File: src/rtl/cordic_timing_pkg.sv
// Shared timing constants and monitor state encoding for the CORDIC init
// pulse generator and its receive-side monitor.
package cordic_timing_pkg;

    localparam int DEF_CNT_W    = 10;
    localparam int DEF_EXP_HIGH = 200;
    localparam int DEF_EXP_LOW  = 200;
    localparam int DEF_TIMEOUT  = 600;

    typedef enum logic [1:0] {
        IDLE,
        MEAS_HIGH,
        MEAS_LOW,
        LOST
    } mon_state_e;

    // True when width w lies in [exp_w - tol, exp_w + tol].
    function automatic logic in_tol(
        input int w,
        input int exp_w,
        input int tol
    );
        return (w >= exp_w - tol) && (w <= exp_w + tol);
    endfunction

endpackage

File: src/rtl/cordic_pulse_monitor_if.sv
// Bundle between pulse source / CORDIC control (master) and the monitor (slave).
// pulse_in toward the monitor; strobe, widths and status flags back.
interface cordic_pulse_monitor_if
    import cordic_timing_pkg::*;
#(
    parameter int CNT_W = DEF_CNT_W
);
    logic             pulse_in;
    logic             start_strobe;
    logic [CNT_W-1:0] high_width;
    logic [CNT_W-1:0] low_width;
    logic             meas_valid;
    logic             width_err;
    logic             lost;
    logic             lock;

    modport master (
        output pulse_in,
        input  start_strobe, high_width, low_width,
        input  meas_valid, width_err, lost, lock
    );

    modport slave (
        input  pulse_in,
        output start_strobe, high_width, low_width,
        output meas_valid, width_err, lost, lock
    );
endinterface

File: src/rtl/pulse_edge_det.sv
// Edge detector for the init pulse: one-cycle delayed copy plus rise/fall.
// Ports: clk, rst (async active-low), pulse_in; outputs rise, fall.
module pulse_edge_det (
    input  logic clk,
    input  logic rst,
    input  logic pulse_in,
    output logic rise,
    output logic fall
);
    logic pulse_d;
    logic armed;

    // armed masks the first sample after reset, so a level already present
    // at reset release is treated as partial rather than as a fresh edge.
    always_ff @(posedge clk or negedge rst) begin
        if (!rst) begin
            pulse_d <= 1'b0;
            armed   <= 1'b0;
        end else begin
            pulse_d <= pulse_in;
            armed   <= 1'b1;
        end
    end

    assign rise = armed & pulse_in & ~pulse_d;
    assign fall = armed & ~pulse_in & pulse_d;
endmodule

File: src/rtl/cordic_pulse_monitor.sv
// Measures high/low widths of the CORDIC init pulse, strobes the datapath on
// each rise, flags out-of-tolerance widths, loss of pulse and lock.
// Ports: clk, rst (async active-low), mon (slave side of the monitor bundle).
module cordic_pulse_monitor
    import cordic_timing_pkg::*;
#(
    parameter int CNT_W    = DEF_CNT_W,
    parameter int EXP_HIGH = DEF_EXP_HIGH,
    parameter int EXP_LOW  = DEF_EXP_LOW,
    parameter int TOL      = 2,
    parameter int TIMEOUT  = DEF_TIMEOUT,
    parameter int LOCK_N   = 4
) (
    input logic                   clk,
    input logic                   rst,
    cordic_pulse_monitor_if.slave mon
);
    localparam int GW = $clog2(LOCK_N + 1);
    localparam logic [CNT_W-1:0] TMO = CNT_W'(TIMEOUT);
    localparam logic [GW-1:0] LOCK_MAX = GW'(LOCK_N);

    mon_state_e state_q;
    mon_state_e state_d;

    logic             rise;
    logic             fall;
    logic [CNT_W-1:0] cnt;
    logic [GW-1:0]    good_cnt;
    logic [GW-1:0]    good_inc;
    logic             high_good;
    logic             tmo;
    logic             rpt_high;
    logic             rpt_low;
    logic             hi_ok;
    logic             lo_ok;

    pulse_edge_det u_edge (
        .clk      (clk),
        .rst      (rst),
        .pulse_in (mon.pulse_in),
        .rise     (rise),
        .fall     (fall)
    );

    // An edge on the timeout cycle wins, so tmo excludes edges.
    assign tmo = !rise && !fall && (cnt == TMO) && (state_q != LOST);

    always_ff @(posedge clk or negedge rst) begin
        if (!rst) begin
            state_q <= IDLE;
        end else begin
            state_q <= state_d;
        end
    end

    always_comb begin
        state_d = state_q;
        unique case (1'b1)
            rise:    state_d = MEAS_HIGH;
            fall:    state_d = MEAS_LOW;
            tmo:     state_d = LOST;
            default: state_d = state_q;
        endcase
    end

    always_comb begin
        rpt_high = fall && (state_q == MEAS_HIGH);
        rpt_low  = rise && (state_q == MEAS_LOW);
        hi_ok    = in_tol(int'(cnt), EXP_HIGH, TOL);
        lo_ok    = in_tol(int'(cnt), EXP_LOW, TOL);
        good_inc = (good_cnt == LOCK_MAX) ? good_cnt : good_cnt + GW'(1);
    end

    always_ff @(posedge clk or negedge rst) begin
        if (!rst) begin
            cnt              <= '0;
            good_cnt         <= '0;
            high_good        <= 1'b0;
            mon.start_strobe <= 1'b0;
            mon.high_width   <= '0;
            mon.low_width    <= '0;
            mon.meas_valid   <= 1'b0;
            mon.width_err    <= 1'b0;
            mon.lost         <= 1'b0;
            mon.lock         <= 1'b0;
        end else begin
            mon.start_strobe <= rise;
            mon.meas_valid   <= rpt_high || rpt_low;
            mon.width_err    <= (rpt_high && !hi_ok) ||
                                (rpt_low && !lo_ok);

            if (rise || fall) begin
                cnt      <= CNT_W'(1);
                mon.lost <= 1'b0;
            end else if (cnt != TMO) begin
                cnt <= cnt + 1'b1;
            end

            if (tmo) begin
                mon.lost  <= 1'b1;
                mon.lock  <= 1'b0;
                good_cnt  <= '0;
                high_good <= 1'b0;
            end

            if (rpt_high) begin
                mon.high_width <= cnt;
                high_good      <= hi_ok;
                if (!hi_ok) begin
                    good_cnt <= '0;
                    mon.lock <= 1'b0;
                end
            end

            // The low report closes a period; it only counts toward lock
            // when the high half just before it was also in tolerance.
            if (rpt_low) begin
                mon.low_width <= cnt;
                if (lo_ok && high_good) begin
                    good_cnt <= good_inc;
                    if (good_inc == LOCK_MAX) begin
                        mon.lock <= 1'b1;
                    end
                end else if (!lo_ok) begin
                    good_cnt <= '0;
                    mon.lock <= 1'b0;
                end
            end
        end
    end
endmodule

File: src/flat_wrapper.sv
// flat-port wrapper written by rule: the top's interface ports become plain ports
module cordic_pulse_monitor_flat import cordic_timing_pkg::*;
#(
    parameter int CNT_W    = DEF_CNT_W,
    parameter int EXP_HIGH = DEF_EXP_HIGH,
    parameter int EXP_LOW  = DEF_EXP_LOW,
    parameter int TOL      = 2,
    parameter int TIMEOUT  = DEF_TIMEOUT,
    parameter int LOCK_N   = 4
)
  (clk, rst, mon_pulse_in, mon_start_strobe, mon_high_width, mon_low_width, mon_meas_valid, mon_width_err, mon_lost, mon_lock);
  cordic_pulse_monitor_if #(.CNT_W(CNT_W)) mon_i ();
  input logic clk;
  input logic rst;
  input wire logic [$bits(mon_i.pulse_in)-1:0] mon_pulse_in;
  output wire logic [$bits(mon_i.start_strobe)-1:0] mon_start_strobe;
  output wire logic [$bits(mon_i.high_width)-1:0] mon_high_width;
  output wire logic [$bits(mon_i.low_width)-1:0] mon_low_width;
  output wire logic [$bits(mon_i.meas_valid)-1:0] mon_meas_valid;
  output wire logic [$bits(mon_i.width_err)-1:0] mon_width_err;
  output wire logic [$bits(mon_i.lost)-1:0] mon_lost;
  output wire logic [$bits(mon_i.lock)-1:0] mon_lock;
  assign mon_i.pulse_in = mon_pulse_in;
  assign mon_start_strobe = mon_i.start_strobe;
  assign mon_high_width = mon_i.high_width;
  assign mon_low_width = mon_i.low_width;
  assign mon_meas_valid = mon_i.meas_valid;
  assign mon_width_err = mon_i.width_err;
  assign mon_lost = mon_i.lost;
  assign mon_lock = mon_i.lock;
  cordic_pulse_monitor #(.CNT_W(CNT_W), .EXP_HIGH(EXP_HIGH), .EXP_LOW(EXP_LOW), .TOL(TOL), .TIMEOUT(TIMEOUT), .LOCK_N(LOCK_N)) u_core (.clk(clk), .rst(rst), .mon(mon_i));
endmodule
File: config.mk
export PLATFORM = sky130hd
export DESIGN_NAME = cordic_pulse_monitor_flat
export DESIGN_NICKNAME = d
export VERILOG_FILES = /design/src/rtl/cordic_timing_pkg.sv /design/src/rtl/cordic_pulse_monitor_if.sv /design/src/rtl/pulse_edge_det.sv /design/src/rtl/cordic_pulse_monitor.sv /design/src/flat_wrapper.sv
export SDC_FILE = /design/constraint.sdc
export NUM_CORES = 1
export LEC_CHECK = 0
export ABC_CLOCK_PERIOD_IN_PS = 2700
export CORE_MARGIN = 3
export CORE_UTILIZATION = 53
export DETAILED_ROUTE_END_ITERATION = 7
export GPL_TIMING_DRIVEN = 0
export PLACE_DENSITY = 0.81
export SYNTH_ARGS = -nofsm -noshare
export SYNTH_HDL_FRONTEND = slang
export SYNTH_SLANG_ARGS = --single-unit
File: constraint.sdc
create_clock -name clk -period 2.7 [get_ports clk]
set_input_delay 0.81 -clock clk [delete_from_list [all_inputs] [get_ports clk]]
set_output_delay 0.81 -clock clk [all_outputs]
set_load 0.02 [all_outputs]
==> flow_metrics.py, run 1 <==
metrics = {
    "run_status": {
        "status": "finished clean",
    },
    "cts": {
        "cts_sinks": 43,
        "cts_inserted_buffers": 5,
        "ctsResizeCount": 0,
        "cts_max_level": 2,
        "clockBufferDepth": 2,
        "post_cts_buffers": 0,
        "ctsHoldBuffers": 0,
        "cts-root-buf": "clkbuf_8",
        "cts.reportedPaths.clkPinSlew_ns": 0.08,
        "cts_tree": "built",
        "clk_latency_ns": 0.29,
    },
    "power": {
        "p_switching_uw": 517,
        "seqPwrFrac_pct": 48.5,
        "powerDensity_nw_per_um2": 682,
        "power_uw": 1630,
        "pwr-share-clk_pct": 23.5,
        "power.leakage_uw": 0.00108,
        "intPower_uw": 1110,
        "comb_power_share_pct": 28.0,
        "swShare_pct": 31.7,
        "vdd_drop_max_v": 0.000421,
    },
    "synthesis": {
        "ys_types": 39,
        "synth_edf_count": 0,
        "synth-async-reset-ratio_pct": 100,
        "ys_ff_latch": 43,
        "synth_flop_cell": "dfrtp_1",
        "synthMostInstantiatedCell": "dfrtp_1",
        "synth_top_area_share_pct": 54.2,
        "yosys-top-cells-area": "dfrtp_1 54%, mux2_2 11%, ha_1 3.2%",
        "avgSynthCellArea_um2": 12.0,
        "yosys-top-cells-count": "43 x dfrtp_1, 20 x mux2_2, 14 x nand2_1",
        "yosysTopAreaCell": "dfrtp_1",
        "netlist_instances": 166,
        "synth_warnings": 0,
        "ys_seq_area_share_pct": 54.2,
        "synth_nets": 174,
        "synthesis.area_um2": 1980,
    },
    "die": {
        "die-area_um2": 4510,
        "num_rows": 21,
        "fp.dieW_um": 67.2,
        "initial_core_util_pct": 57.2,
        "ioPinCount": 28,
        "core_area_um2": 3470,
        "die_h_um": 67.2,
    },
    "worst_setup_path": {
        "reg2reg_to": "u_core.good_cnt[1]$_DFF_PN0_",
        "rr_startpoint": "u_core.cnt[1]$_DFFE_PN0N_",
        "rrSetupSlack_ns": 0.36,
        "arrival_ns": 2.61,
        "worstSetupStartpointType": "primary input",
        "reg2regPathDepth": 7,
        "crit_required_ns": 2.88,
        "crit_type": "in2reg",
        "path_max_fanout": 10,
        "end_kind": "flip-flop",
    },
    "detailed_routing": {
        "wl_per_cell_um": 15.3,
        "postRouteAntennaNets": 0,
        "drt_iter0_drc": 88,
        "dr_total_vias": 1370,
        "wirelength_um": 3790,
        "firstDrtPassIters": 4,
        "routed_via_density": 5.55,
        "drcViolationCount": 0,
    },
    "cells_and_area": {
        "drive_gt1_share_pct": 21.4,
        "final_util_pct": 69.0,
        "areaGrowthSynthToFinish_pct": 20.6,
        "num_antenna_cells": 0,
        "nets": 208,
        "stdcell_count": 247,
    },
    "placed_design": {
        "port_buffers": 27,
        "dp.cells": 239,
        "gp_congestion": 0.894,
        "dp.final_hpwl_um": 2680,
        "place_ws_ns": -0.165,
    },
    "sta": {
        "worst_slew_pin_slew_ns": 0.909,
        "hold_viol_final": 0,
        "finalWorstSetupSlack_ns": 0.275,
        "rsz0062_at_grt": "false",
        "drv_slew": 0,
        "finClkSkew_ns": 0.00624,
        "tns_ns": 0,
        "fin_crit_sh_pct": 89.8,
        "setup_viol": 0,
        "fmax_ghz": 0.412,
        "period_needed_ns": 2.43,
        "timing.slew.headroom_pct": 39.4,
    },
    "worst_hold_path": {
        "worstHoldPathType": "reg2reg",
        "whs_path_depth": 1,
        "min_from": "u_core.mon.lost$_DFFE_PN0P_",
        "hold_end": "u_core.mon.lost$_DFFE_PN0P_",
    },
    "global_routing": {
        "antenna_found_initial": 0,
        "grt_max_degree": 44,
        "grt_pass1_vias": 1396,
        "grt_pass1_wl_um": 6400,
        "overflow": 0,
        "grt_use_total_pct": 19.3,
    },
    "run": {
        "max_cap_viol_count": 0,
    },
}
-- registers in the layout (all words and copies together) (netlist names), 2 cells and up --
| register | count |
|---|---|
| u_core.good_cnt | 3 |
| u_core.cnt | 10 |
| u_core.mon.high_width | 10 |
| u_core.mon.low_width | 10 |
| u_core.state_q | 2 |
-- final cells by class --
type | count | area (µm²)
repair buffers | 27 | 265
fillers | 259 | 1070
well taps | 46 | 57.6
plain buffers | 8 | 38.8
inverters | 5 | 18.8
multi-input cells | 110 | 856
flip-flops and latches | 43 | 1080
clock buffers | 7 | 76.3
clock inverters | 1 | 5.00
-- layer usage --
layer	wire, µm	global-route usage (%)
met1	1640	26.1
met2	1890	29.4
met3	211	5.16
met4	46	7.85
met5	0	0
-- worst max-delay path, cell delays in order --
cell	delay, ns
clkdlybuf4s50_1	0.52
nand2_1	0.16
nor3_1	0.41
buf_2	0.33
mux2_2	0.36
-- cells in the final DEF (no fill, tap or decap), types with 2 or more instances in the layout --
cell type and instances:
a21o_1 2, a21oi_1 5, buf_2 5, clkbuf_1 5
clkbuf_8 5, clkdlybuf4s50_1 26, dfrtp_1 43, ha_1 5
inv_1 5, mux2_2 20, nand2_1 14, nand2b_1 4
nand3_1 4, nand4_1 6, nor2_1 8, nor2b_1 2
nor3_1 3, o21ai_0 3, o31ai_1 3, or2_2 2
or4_4 2, xnor2_1 2, xor2_1 7
-- stage by stage --
step,instance area (µm²),hold WS (ns)
2_1_floorplan,1980,0.496
3_3_place_gp,2310,0.464
3_5_place_dp,2310,0.473
4_1_cts,2390,0.490
5_1_grt,2390,0.508
6_report,2390,0.486
-- logic make-up after synthesis --
logic type,after synthesis,share of synthesized area [%]
other,1,0.189
AOI/OAI and AO/OA,19,8.64
buffers and inverters,13,2.90
xor gates and xnor gates,9,3.97
and+or+nand+nor,56,15.6
DFF,43,54.2
muxes,20,11.3
adders and majority gates,5,3.15
-- worst max-delay path by stage --
stage                 startpoint                                   end  slack, ns
detailed placement  mon_pulse_in  u_core.mon.high_width[5]$_DFFE_PN0P_      -0.16
global placement             rst  u_core.mon.high_width[7]$_DFFE_PN0P_      -0.18
floorplan           mon_pulse_in  u_core.mon.high_width[2]$_DFFE_PN0P_       0.60
finish              mon_pulse_in   u_core.mon.low_width[4]$_DFFE_PN0P_       0.27
global route        mon_pulse_in   u_core.mon.low_width[6]$_DFFE_PN0P_       0.12
CTS                 mon_pulse_in  u_core.mon.high_width[5]$_DFFE_PN0P_       0.13
-- power groups by stage --
stage | registers [µW] | clock network [µW] | logic [µW]
after global placement | 796 | 0 | 440
final | 792 | 384 | 457
after CTS | 791 | 394 | 455
after detailed placement | 803 | 0 | 453
after floorplan | 866 | 0 | 195
after global routing | 805 | 422 | 490
Power figures use the tool's default switching activity.
==> run 2, diff against run 1 <==
--- a/config.mk
+++ b/config.mk
@@ -5,9 +5,10 @@
 export SDC_FILE = /design/constraint.sdc
 export NUM_CORES = 1
 export LEC_CHECK = 0
-export ABC_CLOCK_PERIOD_IN_PS = 2700
+export ABC_CLOCK_PERIOD_IN_PS = 2300
 export CORE_MARGIN = 3
 export CORE_UTILIZATION = 53
+export CTS_CLUSTER_SIZE = 16
 export DETAILED_ROUTE_END_ITERATION = 7
 export GPL_TIMING_DRIVEN = 0
 export PLACE_DENSITY = 0.81
==> constraint.sdc (replaced) <==
create_clock -name clk -period 2.3 [get_ports clk]
set_input_delay 0.69 -clock clk [delete_from_list [all_inputs] [get_ports clk]]
set_output_delay 0.69 -clock clk [all_outputs]
set_load 0.02 [all_outputs]
==> flow_metrics.py, run 2 (synthesized netlist as in run 1, its figures left out) <==
metrics = {
    "die": {
        "ioPinCount": 28,
        "fp.dieW_um": 67.2,
        "die_h_um": 67.2,
        "core_area_um2": 3470,
        "num_rows": 21,
        "initial_core_util_pct": 57.2,
        "die-area_um2": 4510,
    },
    "power": {
        "power_uw": 1920,
        "vdd_drop_max_v": 0.000493,
        "p_switching_uw": 609,
        "comb_power_share_pct": 28.0,
        "seqPwrFrac_pct": 48.5,
        "power.leakage_uw": 0.00109,
        "swShare_pct": 31.8,
        "intPower_uw": 1310,
        "powerDensity_nw_per_um2": 793,
        "pwr-share-clk_pct": 23.5,
    },
    "worst_setup_path": {
        "cp_top_family": "simple AND/OR/NAND/NOR gates",
        "slowest_delay_ns": 0.56,
        "crit_buf_inv": 3,
        "path_cells": "clkbuf_1 > inv_1 > ha_1 > nand4b_1 > or4_4 > a211oi_4 > buf_4 > o31ai_1",
        "reg2regPathDepth": 8,
        "arrival_ns": 2.40,
        "path_max_fanout": 9,
        "critPathSlowestCell": "or4_4",
        "worstSetupStartpointType": "flip-flop",
        "crit_type": "reg2reg",
        "rrSetupSlack_ns": 0.06,
        "end_kind": "flip-flop",
        "crit_cells": 8,
        "crit_required_ns": 2.46,
    },
    "sta": {
        "worst_slew_pin_slew_ns": 0.925,
        "period_needed_ns": 2.24,
        "hold_ws_ns": 0.485,
        "setup_viol": 0,
        "hold_viol_final": 0,
        "finClkSkew_ns": 0.00497,
        "drv_slew": 0,
        "timing.slew.headroom_pct": 38.3,
        "fmax_ghz": 0.446,
        "rsz0062_at_grt": "false",
        "fin_crit_sh_pct": 97.5,
    },
    "detailed_routing": {
        "firstDrtPassIters": 6,
        "wirelength_um": 3860,
        "dr_total_vias": 1373,
        "wl_per_cell_um": 15.5,
        "postRouteAntennaNets": 0,
        "drcViolationCount": 0,
        "routed_via_density": 5.54,
        "drt_iter0_drc": 78,
    },
    "placed_design": {
        "port_buffers": 27,
        "dpl_cell_area_um2": 2310,
        "gp_congestion": 0.894,
        "dp.final_hpwl_um": 2680,
    },
    "cells_and_area": {
        "drive_gt1_share_pct": 22.8,
        "layout_commonest_cell": "dfrtp_1",
        "largest_registers": "u_core.cnt x10, u_core.mon.high_width x10, u_core.mon.low_width x10",
        "num_antenna_cells": 0,
        "final_cell_mix": "43 x dfrtp_1, 26 x clkdlybuf4s50_1, 20 x mux2_2, 14 x nand2_1, 8 x nor2_1",
        "areaGrowthSynthToFinish_pct": 21.9,
        "fin_area_um2": 2420,
        "nets": 209,
    },
    "worst_hold_path": {
        "worstHoldPathType": "reg2reg",
        "whs_path_depth": 1,
    },
    "cts": {
        "cts.reportedPaths.clkPinSlew_ns": 0.08,
        "cts_sinks": 43,
        "cts-root-buf": "clkbuf_8",
        "clk_latency_ns": 0.29,
        "cts_max_level": 2,
        "clockBufferDepth": 2,
        "cts_inserted_buffers": 5,
        "cts_tree": "built",
    },
    "run_status": {
        "status": "finished clean",
    },
    "global_routing": {
        "grt_pass1_vias": 1389,
        "grt_pass1_wl_um": 6360,
        "grt_use_total_pct": 19.2,
        "overflow": 0,
        "antenna_found_initial": 0,
        "grt_max_degree": 44,
    },
    "run": {
        "max_cap_viol_count": 0,
    },
}
==> run 2: cell count changes in the layout (fill, tap and decap cells not counted) <==
cell / delta
buf_4: +1
nor3_1: -1
nor3_4: +1
nor4_1: -1
nor4_2: +1
==> run 2: timing repair <==
action                                  in CTS  in global routing
hold buffers                                 0                  0
endpoints found under the setup margin       9                 15
gates resized for setup                      2                  2
pin swaps                                    0                  1
setup buffers                                0                  1
==> run 2: layer usage <==
layer  part of all wire (%)  vias to the layer above  GRT usage [%]
met5                      0                        -              0
li1                       -                      648              -
met1                     42                      674           26.0
met4                    1.4                        0           7.85
met2                     51                       43           29.3
met3                    5.7                        8           5.16
==> run 2: cell type report <==
cell class	instances	area (µm²)
timing repair buffer	28	273
inverter	5	18.8
sequential	43	1080
tap	46	57.6
clock inverter	1	5.00
clock buffer	7	76.3
multi-input combinational	110	873
fill	255	1050
buffer	8	38.8
==> run 2: through the flow <==
| step | cells | utilization, % | worst slack, ns | setup TNS, ns |
|---|---|---|---|---|
| after global routing | 248 | 69.7 | 0.0111 | 0 |
| final | 248 | 69.7 | 0.0586 | 0 |
| after CTS | 247 | 69.2 | 0.00540 | 0 |
| after detailed placement | 239 | 66.5 | -0.445 | -7.31 |
| after floorplan | 166 | - | 0.317 | 0 |
| after global placement | 239 | 66.7 | -0.456 | -26.28 |
==> run 2: worst paths after layout <==
| path | start | endpoint |
|---|---|---|
| hold reg to reg | u_core.mon.lost$_DFFE_PN0P_ | u_core.mon.lost$_DFFE_PN0P_ |
| min in group asynchronous | rst | u_core.state_q[1]$_DFFE_PN0P_ |
| hold / removal | u_core.mon.lost$_DFFE_PN0P_ | u_core.mon.lost$_DFFE_PN0P_ |
| setup reg to reg | u_core.cnt[1]$_DFFE_PN0N_ | u_core.good_cnt[1]$_DFF_PN0_ |
| max in group asynchronous | rst | u_core.mon.low_width[8]$_DFFE_PN0P_ |
| setup / recovery | u_core.cnt[1]$_DFFE_PN0N_ | u_core.good_cnt[1]$_DFF_PN0_ |
==> run 2: power by group through the flow <==
stage | sequential, µW | combinational [µW] | clock, µW
global placement | 935 | 517 | 0
detailed placement | 943 | 532 | 0
floorplan | 1020 | 229 | 0
global route | 946 | 578 | 496
finish | 930 | 537 | 451
CTS | 929 | 536 | 462
==> run 2: worst register-to-register path, cell delays in order (launching register included) <==
cell	delay, ns
dfrtp_1	0.41
clkbuf_1	0.24
inv_1	0.12
ha_1	0.17
nand4b_1	0.18
or4_4	0.56
a211oi_4	0.16
buf_4	0.18
o31ai_1	0.09
